==> src/rtl/sn_frame_update_ctrl.sv <==
// Per-frame sequencer for the sn analysis buffer: shifts out the oldest N_SAMP samples,
// appends N_SAMP new samples from the speech RAM, and lends the sn RAM read port to a client when idle.
module sn_frame_update_ctrl #(
  parameter int N            = 32,
  parameter int AW           = 10,
  parameter int N_SAMP       = 80,
  parameter int M_PITCH      = 320,
  parameter int RD_LAT       = 2,
  parameter int SPEECH_DEPTH = 960
) (
  input  logic          clk,
  input  logic          rst,
  input  logic          start_frame,
  output logic          busy,
  output logic          done_frame,
  output logic [15:0]   frame_count,
  output logic [AW-1:0] speech_addr,
  input  logic [N-1:0]  speech_rdata,
  output logic [AW-1:0] sn_addr,
  output logic [N-1:0]  sn_wdata,
  output logic          sn_re,
  output logic          sn_we,
  input  logic [N-1:0]  sn_rdata,
  input  logic          client_req,
  input  logic [AW-1:0] client_addr,
  output logic          client_gnt,
  output logic          client_valid,
  output logic [N-1:0]  client_rdata
);

  // state   | meaning
  // IDLE    | waiting for start_frame; client owns the sn read port
  // INIT    | draining client reads still in flight
  // SH_RD   | issue sn read of sample idx+N_SAMP
  // SH_WAIT | RAM read latency, capture on last cycle
  // SH_WR   | write captured sample to sn[idx]
  // FL_RD   | issue speech read at speech_ptr+idx
  // FL_WAIT | RAM read latency, capture on last cycle
  // FL_WR   | write captured sample to sn[M_PITCH-N_SAMP+idx]
  // DONE    | pulse done_frame, advance frame_count and speech_ptr
  typedef enum logic [3:0] {
    IDLE, INIT, SH_RD, SH_WAIT, SH_WR, FL_RD, FL_WAIT, FL_WR, DONE
  } state_t;

  localparam int SH_LAST_I = M_PITCH - N_SAMP - 1;
  localparam int FL_LAST_I = N_SAMP - 1;
  localparam int FL_BASE_I = M_PITCH - N_SAMP;
  localparam int WAIT_LD_I = RD_LAT - 1;

  localparam logic [AW-1:0] SH_LAST  = SH_LAST_I[AW-1:0];
  localparam logic [AW-1:0] FL_LAST  = FL_LAST_I[AW-1:0];
  localparam logic [AW-1:0] FL_BASE  = FL_BASE_I[AW-1:0];
  localparam logic [AW-1:0] SH_OFS   = N_SAMP[AW-1:0];
  localparam logic [AW:0]   PTR_STEP = N_SAMP[AW:0];
  localparam logic [AW:0]   PTR_END  = SPEECH_DEPTH[AW:0];
  localparam logic [2:0]    WAIT_LD  = WAIT_LD_I[2:0];

  state_t            state;
  logic [AW-1:0]     idx;
  logic [AW-1:0]     speech_ptr;
  logic [AW-1:0]     sn_addr_q;
  logic              sn_re_q;
  logic [2:0]        wait_cnt;
  logic [RD_LAT-1:0] pend;
  logic [AW:0]       ptr_sum;

  // start_frame wins over a same-cycle client request
  assign client_gnt   = rst & (state == IDLE) & client_req & ~start_frame;
  assign sn_addr      = client_gnt ? client_addr : sn_addr_q;
  assign sn_re        = client_gnt | sn_re_q;
  assign client_valid = pend[RD_LAT-1];
  assign client_rdata = sn_rdata;
  assign ptr_sum      = {1'b0, speech_ptr} + PTR_STEP;

  always_ff @(posedge clk) begin
    if (!rst) begin
      pend <= '0;
    end else begin
      pend <= (pend << 1) | RD_LAT'(client_gnt);
    end
  end

  always_ff @(posedge clk) begin
    if (!rst) begin
      state       <= IDLE;
      idx         <= '0;
      speech_ptr  <= '0;
      wait_cnt    <= '0;
      frame_count <= '0;
      busy        <= 1'b0;
      done_frame  <= 1'b0;
      speech_addr <= '0;
      sn_addr_q   <= '0;
      sn_wdata    <= '0;
      sn_re_q     <= 1'b0;
      sn_we       <= 1'b0;
    end else begin
      case (state)
        IDLE: begin
          if (start_frame) begin
            state <= INIT;
            busy  <= 1'b1;
          end
        end
        INIT: begin
          if (pend == '0) begin
            idx       <= '0;
            state     <= SH_RD;
            sn_addr_q <= SH_OFS;
            sn_re_q   <= 1'b1;
          end
        end
        SH_RD: begin
          wait_cnt <= WAIT_LD;
          state    <= SH_WAIT;
        end
        SH_WAIT: begin
          if (wait_cnt == 3'd0) begin
            sn_wdata  <= sn_rdata;
            sn_addr_q <= idx;
            sn_re_q   <= 1'b0;
            sn_we     <= 1'b1;
            state     <= SH_WR;
          end else begin
            wait_cnt <= wait_cnt - 3'd1;
          end
        end
        SH_WR: begin
          sn_we <= 1'b0;
          if (idx == SH_LAST) begin
            idx         <= '0;
            speech_addr <= speech_ptr;
            state       <= FL_RD;
          end else begin
            idx       <= idx + 1'b1;
            sn_addr_q <= idx + SH_OFS + 1'b1;
            sn_re_q   <= 1'b1;
            state     <= SH_RD;
          end
        end
        FL_RD: begin
          wait_cnt <= WAIT_LD;
          state    <= FL_WAIT;
        end
        FL_WAIT: begin
          if (wait_cnt == 3'd0) begin
            sn_wdata  <= speech_rdata;
            sn_addr_q <= FL_BASE + idx;
            sn_we     <= 1'b1;
            state     <= FL_WR;
          end else begin
            wait_cnt <= wait_cnt - 3'd1;
          end
        end
        FL_WR: begin
          sn_we <= 1'b0;
          if (idx == FL_LAST) begin
            done_frame <= 1'b1;
            state      <= DONE;
          end else begin
            idx         <= idx + 1'b1;
            speech_addr <= speech_ptr + idx + 1'b1;
            state       <= FL_RD;
          end
        end
        DONE: begin
          done_frame  <= 1'b0;
          busy        <= 1'b0;
          frame_count <= frame_count + 16'd1;
          speech_ptr  <= (ptr_sum >= PTR_END) ? '0 : ptr_sum[AW-1:0];
          speech_addr <= '0;
          sn_addr_q   <= '0;
          sn_wdata    <= '0;
          state       <= IDLE;
        end
        default: state <= IDLE;
      endcase
    end
  end

endmodule

==> config.mk <==
export PLATFORM = sky130hd
export DESIGN_NAME = sn_frame_update_ctrl
export DESIGN_NICKNAME = d
export VERILOG_FILES = /design/src/rtl/sn_frame_update_ctrl.sv
export SDC_FILE = /design/constraint.sdc
export NUM_CORES = 1
export LEC_CHECK = 0
export CORE_MARGIN = 4
export CORE_UTILIZATION = 31
export DETAILED_ROUTE_END_ITERATION = 6
export GPL_ROUTABILITY_DRIVEN = 0
export PLACE_DENSITY = 0.71
export SLEW_MARGIN = 20
export SYNTH_ARGS = -nofsm -noshare
export SYNTH_HDL_FRONTEND = slang
export SYNTH_SLANG_ARGS = --single-unit
==> constraint.sdc <==
create_clock -name clk -period 2.2 [get_ports clk]
set_input_delay 0.33 -clock clk [delete_from_list [all_inputs] [get_ports clk]]
set_output_delay 0.33 -clock clk [all_outputs]
set_load 0.005 [all_outputs]
==> results of run 1 <==
## power groups by stage
stage	logic (mW)	registers, mW	clock network (mW)
after CTS	1.08	1.89	1.54
after global routing	1.18	1.90	1.59
after floorplan	0.499	1.93	0
after detailed placement	0.978	1.93	0
after global placement	0.967	1.93	0
final	1.10	1.89	1.47
## placed cells by master, fill, tap and decap left out, drive strengths merged, types with 22 or more instances in the layout
cell type and instances:
a21oi 41, buf 83, a22oi 35, nand2 35, o21ai 27, clkdlybuf4s50 170, nor2 80, a211oi 42
dfxtp 97, nand3 22
## kinds of logic after synthesis
kind of cell | synth area share, %
AOI/OAI and AO/OA | 24.2
xor gates and xnor gates | 3.04
adders and majority gates | 3.04
buffers and inverters | 10.2
DFF | 33.7
muxes | 2.82
and+or+nand+nor | 23.0
## registers in the layout, summed over array words and instances, names as in the netlist, 2 cells and up
| signal | flops |
|---|---|
| speech_ptr | 6 |
| frame_count | 16 |
| speech_addr | 10 |
| pend | 2 |
| idx | 10 |
| sn_wdata | 32 |
| state | 4 |
| wait_cnt | 3 |
| sn_addr_q | 10 |
## layout make-up
cell class	instances	area share, %
Clock buffer	11	2.77
Clock inverter	5	0.476
Inverter	13	0.581
Multi-Input combinational cell	483	39.6
Sequential cell	97	23.1
Tap cell	229	3.41
Timing Repair Buffer	255	30.0
## worst max-delay path by stage
stage                                        endpoint  slack, ps             startpoint  cells after the start
after detailed placement                   sn_addr[2]       -240  state[0]$_SDFFE_PN0P_                      6
after floorplan           speech_addr[1]$_SDFFE_PN0P_        0.8    idx[1]$_SDFFE_PN0P_                     10
final                                      sn_addr[3]       -340  state[0]$_SDFFE_PN0P_                      7
after global placement                     sn_addr[3]       -240  state[0]$_SDFFE_PN0P_                      6
after global routing                       sn_addr[3]       -420  state[0]$_SDFFE_PN0P_                      7
after CTS                                  sn_addr[3]       -390  state[3]$_SDFFE_PN0P_                      7
## critical path: cells and delay by family (launching register included)
| kind | cells | cell delay [ps] |
|---|---|---|
| buffers and inverters | 3 | 360 |
| muxes | 1 | 300 |
| and+or+nand+nor | 3 | 900 |
| DFF | 1 | 310 |
## synthesized netlist by cell type (all sizes together) (2+ instances only)
library cell and count:
nor2 80, xor2 7, nor4 8, a31oi 7
o211ai 2, nor3b 2, nor4b 3, or3b 3
nand3 22, mux2i 5, nor2b 2, a2111oi 2
and3 6, inv 13, and2 5, or2 4
or4 6, a22oi 35, a211o 2, or3 9
a311oi 3, or4b 3, ha 14, o21a 3
o31ai 3, a21o 5, nand2b 12, mux2 10
dfxtp 97, a21oi 41, o21ai 27, nand4b 2
clkbuf 29, a211oi 42, nand3b 7, nand4 10
a41o 5, o41ai 2, nand2 35, buf 59
xnor2 13, o2111ai 2, nor3 14
## layer usage
| metal | track usage [%] | share of wire (%) | vias to the layer above |
|---|---|---|---|
| met3 | 3.80 | 4.4 | 20 |
| li1 | - | - | 2843 |
| met2 | 26.1 | 49 | 108 |
| met5 | 0 | 0 | - |
| met4 | 5.50 | 1.8 | 0 |
| met1 | 22.3 | 45 | 2629 |
## what timing repair did
item | in CTS | in global routing
hold buffers | 0 | 0
pin swaps | 3 | 3
buffers inserted | 16 | 0
resized for setup | 82 | 13
cloned | 1 | 0
endpoints found under the setup margin | 21 | 72
==> results.yml, run 1 <==
setup_path:
  rr_startpoint: "state[0]$_SDFFE_PN0P_"
  critPathRequiredTime_ps: 1870
  slowest_stage: "or4_4"
  path_cells: "or4_4 > nor2_4 > and3_4 > buf_12 > buf_8 > mux2_4 > buf_6"
  reg2reg_to: "state[2]$_SDFFE_PN0P_"
  ff2ff_path_depth: 6
  path_max_fanout: 3
  critical_path_class: "reg2out"
  endpoint_kind: "output pin"
  cp-start-kind: "register"
  rrSetupSlack_ps: 10
  slowest_delay_ps: 540
  arrival_ps: 2210
pwr:
  seq_power_share_pct: 42.4
  ir_worst_vdd_mv: 0.377
  p_per_area_nw_per_um2: 531
  cellLeakagePower_nw: 3.09
  p_switching_mw: 1.21
  p_int_mw: 3.25
  p_sw_share_pct: 27.1
  finalPower_mw: 4.46
  pwr-share-clk_pct: 32.9
  comb_power_share_pct: 24.6
synth:
  yosysWarnings: 0
  synthesis.area_um2: 5770
  synth.avg_cell_area_um2: 8.47
  async_reset_ff_share_pct: 0
  yosysSeqAreaShare_pct: 33.7
  synth_flop_cell: "dfxtp_1"
  synth.largest_area_cell: "dfxtp_1"
  syn-num-nets: 773
  ys_types: 78
  postSynthCellCount: 681
  ys_ff_latch: 97
  synth_top_area_share_pct: 33.7
  yosys-top-cells-area: "dfxtp_1 34%, a211oi_1 5.2%, buf_4 5.2%, nor2_1 5.2%, a22oi_1 4.6%"
  synth_edf_count: 0
route:
  first_pass_iters: 5
  vias_per_cell: 5.12
  ant_nets: 0
  drt-total-wl_mm: 18.1
  vias: 5600
  drtIter0Drc: 422
  post_drt_wl_per_cell_um: 16.6
  drc: 0
floorplanning:
  start_util_pct: 31.8
  ioPinCount: 184
  row_count: 49
  core_region_area_um2: 18100
  die_h_um: 144
  dieArea_um2: 20900
  die_x_um: 144
grt:
  antenna_found_initial: 0
  grt_usage_pct: 16.5
  grt_pass1_vias: 5269
  grt_pass1_wl_mm: 27.5
  grt_max_degree: 65
  overflow: 0
cts:
  cts_max_level: 3
  cts-root-buf: "clkbuf_16"
  numCtsBuffers: 9
  clk_latency_ps: 340
  cts_tree: "yes"
  cts.clk_slew.worst_paths_ps: 70
  clock-sinks: 97
  cts_buffer_depth: 2
layout:
  stdcell_area_um2: 8400
  nFillCells: 1735
  diodes: 0
  drive_gt1_share_pct: 17.1
  final_cells: 1093
  seq_area_um2: 1940
  areaGrowthSynthToFinish_pct: 45.7
  post-route-util_pct: 46.3
  final_nets: 951
  multiInputGateArea_um2: 3330
timing:
  timing.fmax_ghz: 0.393
  finalClockSkew_ps: 10.5
  fin_crit_ps: 2540
  finalSetupViolCount: 12
  tns_ps: -3480
  rsz0062_at_grt: "yes"
  hold_violations: 0
  worst_pin_slew_ps: 522
  worst_slack_ps: -344
  drv_slew: 0
  slew_headroom_pct: 65.1
  fin_crit_sh_pct: 116
  whs_ps: 338
placement:
  dp_hpwl_mm: 13.4
  place_ws_ps: -237
  io_buffers: 183
  dp.cells: 1061
  placed_cell_area_um2: 7840
hold_path:
  worstHoldStart: "start_frame"
  holdPathStages: 3
  hold-path-endpoint: "busy$_SDFFE_PN0P_"
  hold_path.class: "in2reg"
status:
  violations: "setup timing"
  outcome: "finished, violations left"
job:
  cap_viol_max_count: 0
Power figures use the tool's default switching activity.
==> run 2, diff against run 1 <==
CORE_UTILIZATION = 43   (was 31)
PLACE_DENSITY = 0.89   (was 0.71)
==> run 2 against run 1 <==
Against the previous run: first-iteration DRC count down 1.9%; the run still ends with setup timing left; routed wire length is 2.4% lower; clock power hardly changed; largest cell class unchanged; critical path depth unchanged; clock-buffer cell count did not move; worst hold slack improved by 130 ps; register-to-register slack lost 70 ps; sequential power is essentially flat.
==> results.yml, run 2 (synthesized netlist as in run 1, its figures left out) <==
layout:
  largest_reg_flops: 32
  multiInputGateArea_um2: 3330
  top_register: "sn_wdata"
  areaGrowthSynthToFinish_pct: 44.5
  stdcell_area_um2: 8330
  final_cells: 1039
  drive_gt1_share_pct: 16.9
  final_common_cell: "clkdlybuf4s50_1"
  nFillCells: 1079
  seq_area_um2: 1940
  layout_common_cells: "171 x clkdlybuf4s50_1, 96 x dfxtp_1, 79 x nor2_1"
  final_nets: 951
  diodes: 0
  reg_top3: "sn_wdata: 32 flops, frame_count: 16 flops"
  post-route-util_pct: 63.2
timing:
  fin_crit_sh_pct: 114
  whs_ps: 473
  slew_headroom_pct: 67.9
  finalSetupViolCount: 13
  hold_violations: 0
  rsz0062_at_grt: "yes"
  worst_slack_ps: -315
  worst_pin_slew_ps: 480
  timing.fmax_ghz: 0.398
  tns_ps: -3140
  fin_crit_ps: 2510
  drv_slew: 0
  finalClockSkew_ps: 6.53
setup_path:
  critPathRequiredTime_ps: 1870
  slowest_stage: "or4_4"
  rrSetupSlack_ps: -60
  cp-start-kind: "register"
  critical_path_class: "reg2out"
  endpoint_kind: "output pin"
  arrival_ps: 2180
  cpLargestDelayFamily: "simple AND/OR/NAND/NOR gates"
  critical_path_buf_inv_count: 3
  path_cells: "or4_4 > nor2_4 > and3_4 > buf_16 > buf_8 > mux2_4 > buf_6"
  slowest_delay_ps: 540
  path_max_fanout: 4
grt:
  grt_usage_pct: 21.7
  overflow: 0
  grt_max_degree: 65
  grt_pass1_wl_mm: 26.6
  grt_pass1_vias: 5295
  antenna_found_initial: 0
route:
  drt-total-wl_mm: 17.7
  drc: 0
  first_pass_iters: 5
  vias: 5748
  post_drt_wl_per_cell_um: 17.0
  vias_per_cell: 5.53
  ant_nets: 0
  drtIter0Drc: 414
pwr:
  p_per_area_nw_per_um2: 534
  cellLeakagePower_nw: 3.09
  ir_worst_vdd_mv: 0.420
  finalPower_mw: 4.45
floorplanning:
  ioPinCount: 184
  row_count: 42
  die_h_um: 124
  die_x_um: 124
  core_region_area_um2: 13200
  dieArea_um2: 15300
  start_util_pct: 43.7
cts:
  numCtsBuffers: 9
  cts-root-buf: "clkbuf_16"
  clock-sinks: 97
  cts_buffer_depth: 2
  cts_max_level: 3
  cts_tree: "yes"
  cts.clk_slew.worst_paths_ps: 60
  clk_latency_ps: 340
  hold_buffers: 0
placement:
  placed_cell_area_um2: 7760
  io_buffers: 183
  dp_hpwl_mm: 13.0
  dp.cells: 1010
  place_ws_ps: -269
status:
  violations: "setup timing"
  outcome: "finished, violations left"
job:
  cap_viol_max_count: 0
hold_path:
  hold_path.class: "reg2reg"
-- run 2: cell types whose count changed in the layout (fill, tap and decap cells not counted), sizes merged --
cell / change
clkinvlp: -2
clkinv: +2
clkdlybuf4s50: +1
clkdlybuf4s15: -1
inv: -1
clkbuf: +1
dlymetal6s2s: -1
-- run 2: metal layers --
layer | track usage [%] | vias up | part of all wire (%)
met2 | 35.5 | 155 | 51
met5 | 0 | - | 0
met4 | 5.33 | 0 | 1.5
li1 | - | 2830 | -
met1 | 29.8 | 2742 | 43
met3 | 3.72 | 21 | 4.6
-- run 2: area by class of cell --
class	instances	area share, %
Tap cell	176	2.64
Sequential cell	97	23.3
Clock buffer	11	2.91
Multi-Input combinational cell	483	40.0
Inverter	13	0.585
Timing Repair Buffer	255	30.2
Clock inverter	4	0.360
-- run 2: path summary, 6_finish.rpt --
path | startpoint | end | depth (start not counted)
setup reg to reg | state[1]$_SDFFE_PN0P_ | sn_addr_q[5]$_SDFFE_PN0P_ | 7
hold / removal | done_frame$_SDFFE_PN0P_ | done_frame$_SDFFE_PN0P_ | 2
setup / recovery | state[2]$_SDFFE_PN0P_ | sn_addr[5] | 7
hold reg to reg | done_frame$_SDFFE_PN0P_ | done_frame$_SDFFE_PN0P_ | 2
-- run 2: tightest hold or removal path, stage by stage (launching register included) --
cell	delay [ps]
dfxtp_1	330
nor2_1	50
nor2_1	60
-- run 2: power breakdown --
group | switching (mW) | total [mW] | internal [mW] | leakage [nW]
sequential | 0.0573 | 1.90 | 1.84 | 0.785
combinational | 0.454 | 1.08 | 0.629 | 2.17
clock | 0.677 | 1.47 | 0.794 | 0.132
-- run 2: timing repair --
item,4_1_cts,5_1_grt
setup buffers,8,4
gates cloned,1,1
pin swaps,5,5
gates resized for setup,82,12
setup endpoints to repair,15,80
